File: src/rtl/ahb_subordinate_mux.sv
// AHB-Lite subordinate multiplexer: address decode to HSEL, registered data-phase
// select, response/read-data mux, and a built-in default subordinate for unmapped accesses.
module ahb_subordinate_mux #(
  parameter int AddressWidth     = 32,
  parameter int DataWidth        = 32,
  parameter int SubordinateCount = 2,
  parameter logic [SubordinateCount*AddressWidth-1:0] RegionBase = {32'h1000_0000, 32'h0000_0000},
  parameter logic [SubordinateCount*AddressWidth-1:0] RegionMask = {32'hF000_0000, 32'hF000_0000}
) (
  input  logic                                  clk,
  input  logic                                  rst,
  input  logic [AddressWidth-1:0]               haddr,
  input  logic [1:0]                            htrans,
  output logic                                  hready,
  output logic                                  hresp,
  output logic [DataWidth-1:0]                  hrdata,
  output logic [SubordinateCount-1:0]           hsel,
  input  logic [SubordinateCount-1:0]           s_hreadyout,
  input  logic [SubordinateCount-1:0]           s_hresp,
  input  logic [SubordinateCount*DataWidth-1:0] s_hrdata,
  output logic [15:0]                           unmapped_count
);

  localparam int IdxW = (SubordinateCount > 1) ? $clog2(SubordinateCount) : 1;

  localparam logic [1:0] ST_OKAY = 2'd0;
  localparam logic [1:0] ST_ERR1 = 2'd1;
  localparam logic [1:0] ST_ERR2 = 2'd2;

  logic            w_hit;
  logic [IdxW-1:0] w_idx;
  logic            w_err_start;
  logic            w_unused_htrans0;
  logic [1:0]      w_state_nxt;

  logic            r_dsel_def;
  logic [IdxW-1:0] r_dsel_idx;
  logic [1:0]      r_state;
  logic [15:0]     r_unmapped_count;

  assign w_unused_htrans0 = htrans[0];

  // Scan from the top index down so the lowest matching region wins on overlap.
  always_comb begin
    w_hit = 1'b0;
    w_idx = '0;
    hsel  = '0;
    for (int i = SubordinateCount - 1; i >= 0; i--) begin
      if ((haddr & RegionMask[i*AddressWidth +: AddressWidth]) ==
          RegionBase[i*AddressWidth +: AddressWidth]) begin
        w_hit = 1'b1;
        w_idx = IdxW'(i);
      end
    end
    if (w_hit) hsel[w_idx] = 1'b1;
  end

  always_ff @(posedge clk or posedge rst) begin
    if (rst) begin
      r_dsel_def <= 1'b1;
      r_dsel_idx <= '0;
    end else if (hready) begin
      r_dsel_def <= ~w_hit;
      r_dsel_idx <= w_idx;
    end
  end

  // An unmapped active transfer is accepted only when hready is high, which
  // also guarantees dsel becomes DEFAULT on the same edge the FSM enters ERR1.
  assign w_err_start = hready & ~w_hit & htrans[1];

  always_comb begin
    w_state_nxt = ST_OKAY;
    case (r_state)
      ST_OKAY: w_state_nxt = w_err_start ? ST_ERR1 : ST_OKAY;
      ST_ERR1: w_state_nxt = ST_ERR2;
      ST_ERR2: w_state_nxt = w_err_start ? ST_ERR1 : ST_OKAY;
      default: w_state_nxt = ST_OKAY;
    endcase
  end

  always_ff @(posedge clk or posedge rst) begin
    if (rst) begin
      r_state          <= ST_OKAY;
      r_unmapped_count <= 16'd0;
    end else begin
      r_state <= w_state_nxt;
      if (w_err_start && (r_unmapped_count != 16'hFFFF)) begin
        r_unmapped_count <= r_unmapped_count + 16'd1;
      end
    end
  end

  always_comb begin
    if (r_dsel_def) begin
      hready = (r_state != ST_ERR1);
      hresp  = (r_state != ST_OKAY);
      hrdata = '0;
    end else begin
      hready = s_hreadyout[r_dsel_idx];
      hresp  = s_hresp[r_dsel_idx];
      hrdata = s_hrdata[r_dsel_idx*DataWidth +: DataWidth];
    end
  end

  assign unmapped_count = r_unmapped_count;

endmodule

File: config.mk
export PLATFORM = sky130hd
export DESIGN_NAME = ahb_subordinate_mux
export DESIGN_NICKNAME = d
export VERILOG_FILES = /design/src/rtl/ahb_subordinate_mux.sv
export SDC_FILE = /design/constraint.sdc
export NUM_CORES = 1
export LEC_CHECK = 0
export BUFFER_PORTS_ARGS = -buffer_cell sky130_fd_sc_hd__buf_2
export CAP_MARGIN = 20
export CELL_PAD_IN_SITES_DETAIL_PLACEMENT = 0
export CELL_PAD_IN_SITES_GLOBAL_PLACEMENT = 1
export CORE_MARGIN = 3
export CORE_UTILIZATION = 23
export CTS_BUF_LIST = sky130_fd_sc_hd__clkbuf_8
export CTS_CLUSTER_DIAMETER = 40
export DETAILED_ROUTE_END_ITERATION = 7
export GPL_ROUTABILITY_DRIVEN = 1
export PLACE_DENSITY = 0.83
export SLEW_MARGIN = 20
export SYNTH_ARGS = -nofsm -noshare
export SYNTH_HDL_FRONTEND = slang
export SYNTH_SLANG_ARGS = --single-unit
File: constraint.sdc
create_clock -name clk -period 2.2 [get_ports clk]
set_input_delay 0 -clock clk [delete_from_list [all_inputs] [get_ports clk]]
set_output_delay 0 -clock clk [all_outputs]
set_load 0.03 [all_outputs]
After elaboration in Yosys (flattened, before gate mapping)
Cells that the tools add are included.

ROM bits: 0. RAM bits: 0. Bits of input ports: 104. Flip-flop bits (word level): 20. Logic and storage cells: 38. Output and inout port bits: 52. Latch bits: 0. Memories: 0.

Magnitude comparators: 3. Reduce and logical (&&, ||, !) cells: 6. Add/subtract/negate cells: 1. Shifts and indexed selects: 1. Bitwise logic cells: 3. $mul: 0. Divide/modulo/power cells: 0. Muxes and demuxes: 15. Eq/ne operators: 5.

Operator list (count): 64-bit by 7-bit variable part select with 32-bit output (1); 32-bit zero test (1); 32-bit two-way mux (1); 16-bit by 1-bit adder with 16-bit output (second input constant) (1); 16-bit != test (second input constant) (1); 1-bit two-way mux (11); 4-bit by 1-bit equality test with 1-bit output (second input constant) (1); 1-bit by 2-bit less-than comparator with 1-bit output (second input constant) (2); 2-bit case mux with 2 select lines (1); 1-bit bitwise AND (2); 2-bit by 1-bit equality test with 1-bit output (second input constant) (1); 2-bit equality test (second input constant) (1); 1-bit logical AND (2); 2-bit zero test (1); 2-bit two-way mux (1); 2-bit by 1-bit != test with 1-bit output (second input constant) (1); 2-bit nonzero test (1); 2-bit OR reduction (1); 1-bit demux with 1-bit select (1); 1-bit greater-or-equal comparator (second input constant) (1); 1-bit NOT (1).

Longest topological paths before layout
Depth after elaboration: 8. Mapped depth: 7. Depth with buffers taken out: 6.

Least setup slack after synthesis
Ideal clock, no wire load.

Path type: flip-flop to flip-flop. From: register r_unmapped_count[9] (netlist: unmapped_count[9]). To: register r_unmapped_count[4] (netlist: unmapped_count[4]). Period minus slack after synthesis: 1755 ps. Data arrival time: 1620 ps. Required time: 2065 ps. Path slack: 445 ps. Cell stages (with the launch flop): 7. Path through: dfrtp_1 -> and3_1 -> and3_1 -> a31oi_4 -> buf_6 -> nand4_1 -> xnor2_1.

Word-level cells in the longest chain between the ends: 2.

RTL lines: from (decl) (RTL line 39) `logic [15:0] r_unmapped_count;`; from (signal assigned) (RTL line 89) `r_unmapped_count <= r_unmapped_count + 16'd1;`; 16-bit != test (RTL line 88) `if (w_err_start && (r_unmapped_count != 16'hFFFF)) begin`; 1-bit logical AND (RTL line 88).

No other way between the ends. A chain may end at the register's enable or synchronous reset.

Worst setup path after layout
From: register r_unmapped_count[0] (netlist: unmapped_count[0]). To: register r_unmapped_count[1] (netlist: unmapped_count[1]).

Word-level cells in the longest chain between the ends: 2.

RTL lines: branches (longest 2 deep; another with 16-bit by 1-bit adder with 16-bit output).

Several ways; the timed one is not identified.

==> results.py <==
metrics = {
    "timing": {
        "fin_crit_sh_pct": 80.6,
        "finalMaxSlewViolations": 0,
        "worst_slew_pin_slew_ns": 0.759,
        "fmax_ghz": 0.564,
        "relSlewSlack_pct": 49.3,
        "grt_setup_unrepaired": "no",
        "skew_ns": 0.00549,
        "setup_tns_ns": 0,
        "finalSetupViolations": 0,
        "worst_hold_slack_ns": 0.0519,
        "fin_crit_ns": 1.77,
        "hold_violations": 0,
    },
    "floorplanning": {
        "row_count": 28,
        "coreArea_sq_um": 6060,
        "start_util_pct": 24.3,
        "floorplan.die_area_sq_um": 7390,
        "io_pins": 156,
        "die_w_microns": 86.0,
        "die_h_microns": 86.0,
    },
    "clocking": {
        "clockRootBuffer": "clkbuf_8",
        "post_cts_resize_count": 0,
        "hold_buffers": 1,
        "clk-insertion-delay-late_ns": 0.26,
        "post_cts_buffers": 0,
        "cts_buffers": 3,
        "tritoncts": "done",
        "clock-sinks": 20,
        "htreeDepth": 1,
        "cts_buffer_depth": 2,
        "path_clk_slew_ns": 0.08,
    },
    "pwr": {
        "intPower_uw": 1080,
        "combPwrFrac_pct": 57.3,
        "seqPwrFrac_pct": 25.4,
        "p_leak_uw": 0.00117,
        "p_sw_uw": 1030,
        "powerDensity_nw_per_um2": 944,
        "swShare_pct": 48.8,
        "vdd_ir_drop_max_mv": 0.524,
        "finalPower_uw": 2110,
        "clkPwrFrac_pct": 17.2,
    },
    "critical_path": {
        "max_stage_delay_ns": 0.42,
        "path_cells": "ha_1 > nand3_1 > nor2_1 > a31oi_4 > mux2_2",
        "cp.buffers_inverters": 0,
        "critical_path.top_delay_family": "flip-flops",
        "worstSetupEndpointType": "flop",
        "cp_max_fo": 14,
        "start_kind": "flop",
        "critical_path_class": "reg -> reg",
        "worstPathArrival_ns": 1.93,
        "crit_slowest_cell": "dfrtp_1",
        "required_ns": 2.35,
    },
    "layout": {
        "final_cell_area_sq_um": 2240,
        "antennaDiodeCount": 0,
        "drive_gt1_share_pct": 49.5,
        "syn2layout_area_growth_pct": 52.0,
        "nNetsFinal": 389,
    },
    "drt": {
        "wire_per_inst_microns": 12.2,
        "routed_wl_mm": 4.37,
        "vias": 1550,
        "remaining_drc_errors": 0,
        "dr.pass1.iters": 4,
        "viasPerCell": 4.33,
        "antenna_left": 0,
        "drt_iter0_drc": 26,
    },
    "min_path": {
        "hold_class": "in -> reg",
    },
    "logic_synthesis": {
        "synth_edf_count": 0,
        "synth.area.top_cells": "dfrtp_1 32%, mux2i_1 22%, nor2_1 9.7%",
        "ys.flop_type": "dfrtp_1",
        "ys_seq_elements": 20,
        "ys_warn_count": 0,
        "synth_nets": 265,
        "ys_types": 30,
        "synth_area_per_cell_sq_um": 9.20,
        "syn_inst": 160,
        "synth_largest_area_cell": "dfrtp_1",
        "synth_top_area_share_pct": 32.3,
        "syn-cell-area_sq_um": 1470,
        "async_reset_ff_share_pct": 100,
        "seq_area_frac_synth_pct": 34.1,
    },
    "grt": {
        "grt_antenna_before_repair": 0,
        "grt_pass1_wl_mm": 6.91,
        "grt.total_usage_pct": 11.2,
        "grt_max_degree": 36,
        "grt_pass1_vias": 1511,
        "grt-ovfl-total": 0,
    },
    "run_status": {
        "status": "finished, final reports clean",
    },
    "place": {
        "gp_congestion": 0.752,
        "dp_hpwl_mm": 3.55,
        "numPortBuffers": 126,
        "place_area_sq_um": 2150,
    },
    "flow_run": {
        "drv_cap": 0,
    },
}
==> sequential cells by signal, indices dropped and copies added (netlist names) <==
signal and cells:
unmapped_count 16, r_state 2, r_dsel_def 1, r_dsel_idx 1
==> layout make-up <==
cell class / instances / area (sq um)
clock buffer: 3 / 41.3
clock inverter: 1 / 30.0
fill: 646 / 3820
inverter: 4 / 15.0
multi-input combinational: 126 / 897
sequential: 20 / 503
tap: 75 / 93.8
timing repair buffer: 129 / 656
==> cell usage in the layout (no fill, tap or decap) <==
cell,instances
xor2_1,1
mux2i_1,33
or3_1,1
a31oi_4,1
nor2b_1,2
ha_1,1
o2111ai_4,1
nor2_1,38
nand2_1,5
dfstp_2,1
mux2_2,2
xnor2_1,12
nand3_1,9
nand3b_1,1
a21oi_1,1
mux2_4,1
nand2b_1,1
o21a_1,1
mux2_1,1
buf_2,126
dlygate4sd3_1,1
dfrtp_2,1
clkbuf_8,3
bufinv_16,1
inv_1,4
and2_1,1
and3_1,6
dfrtp_1,18
a211oi_1,1
nor3_2,1
buf_4,2
nand4_1,5
==> synth_stat cells, types with 2 or more instances <==
cell type  number
buf_4           2
inv_1           4
clkbuf_1        3
mux2_2          2
nand4_1         5
buf_2           4
nor2b_1         2
xnor2_1        12
and3_1          6
mux2i_1        33
nor2_1         38
nand2_1         5
dfrtp_1        19
nand3_1         9
==> worst register-to-register path, cell delays in order, from the launching register on <==
cell	delay [ns]
dfrtp_1	0.42
ha_1	0.26
nand3_1	0.14
nor2_1	0.11
a31oi_4	0.36
mux2_2	0.38
==> metal layers <==
layer	wire, microns	track usage [%]	part of all wire (%)	vias to the layer above
met5	0	0	0	-
met4	42	2.59	0.96	0
met3	491	2.40	11	5
met2	2180	20.7	50	75
met1	1660	13.1	38	682
li1	-	-	-	788
==> power groups by stage <==
stage | Combinational (uW) | Sequential [uW] | Clock [uW]
3_3_place_gp | 1220 | 540 | 0
6_report | 1210 | 537 | 364
2_1_floorplan | 794 | 620 | 0
3_5_place_dp | 1230 | 544 | 0
5_1_grt | 1320 | 553 | 392
4_1_cts | 1230 | 537 | 370
==> worst paths after layout <==
check | startpoint | endpoint | slack [ns] | cells after the start
max in group asynchronous | rst | r_dsel_idx | 1.25 | 3
worst max register to register | unmapped_count[0] | unmapped_count[1] | 0.43 | 5
worst min register to register | r_state[1] | r_state[1] | 0.45 | 1
worst max-delay path | unmapped_count[0] | unmapped_count[1] | 0.43 | 5
min in group asynchronous | rst | unmapped_count[6] | 0.42 | 3
worst min-delay path | htrans[1] | r_state[0] | 0.05 | 3
==> metrics by stage <==
step                      cells  worst slack [ns]  utilization (%)
after floorplan             160             0.445                -
after global placement      353             0.415             35.5
after detailed placement    353             0.403             35.5
after CTS                   358             0.392             36.9
after global routing        358             0.293             36.9
final                       358             0.426             36.9
==> kinds of logic after synthesis <==
family                   share of synthesized area [%]
AO/OA/AOI/OAI                                     4.59
AND/OR/NAND/NOR                                   22.0
buffers and inverters                             4.93
adder cells (fa/ha/maj)                          0.850
flip-flops                                        34.1
multiplexers                                      25.8
XOR/XNOR                                          7.74
Power figures use the tool's default switching activity.
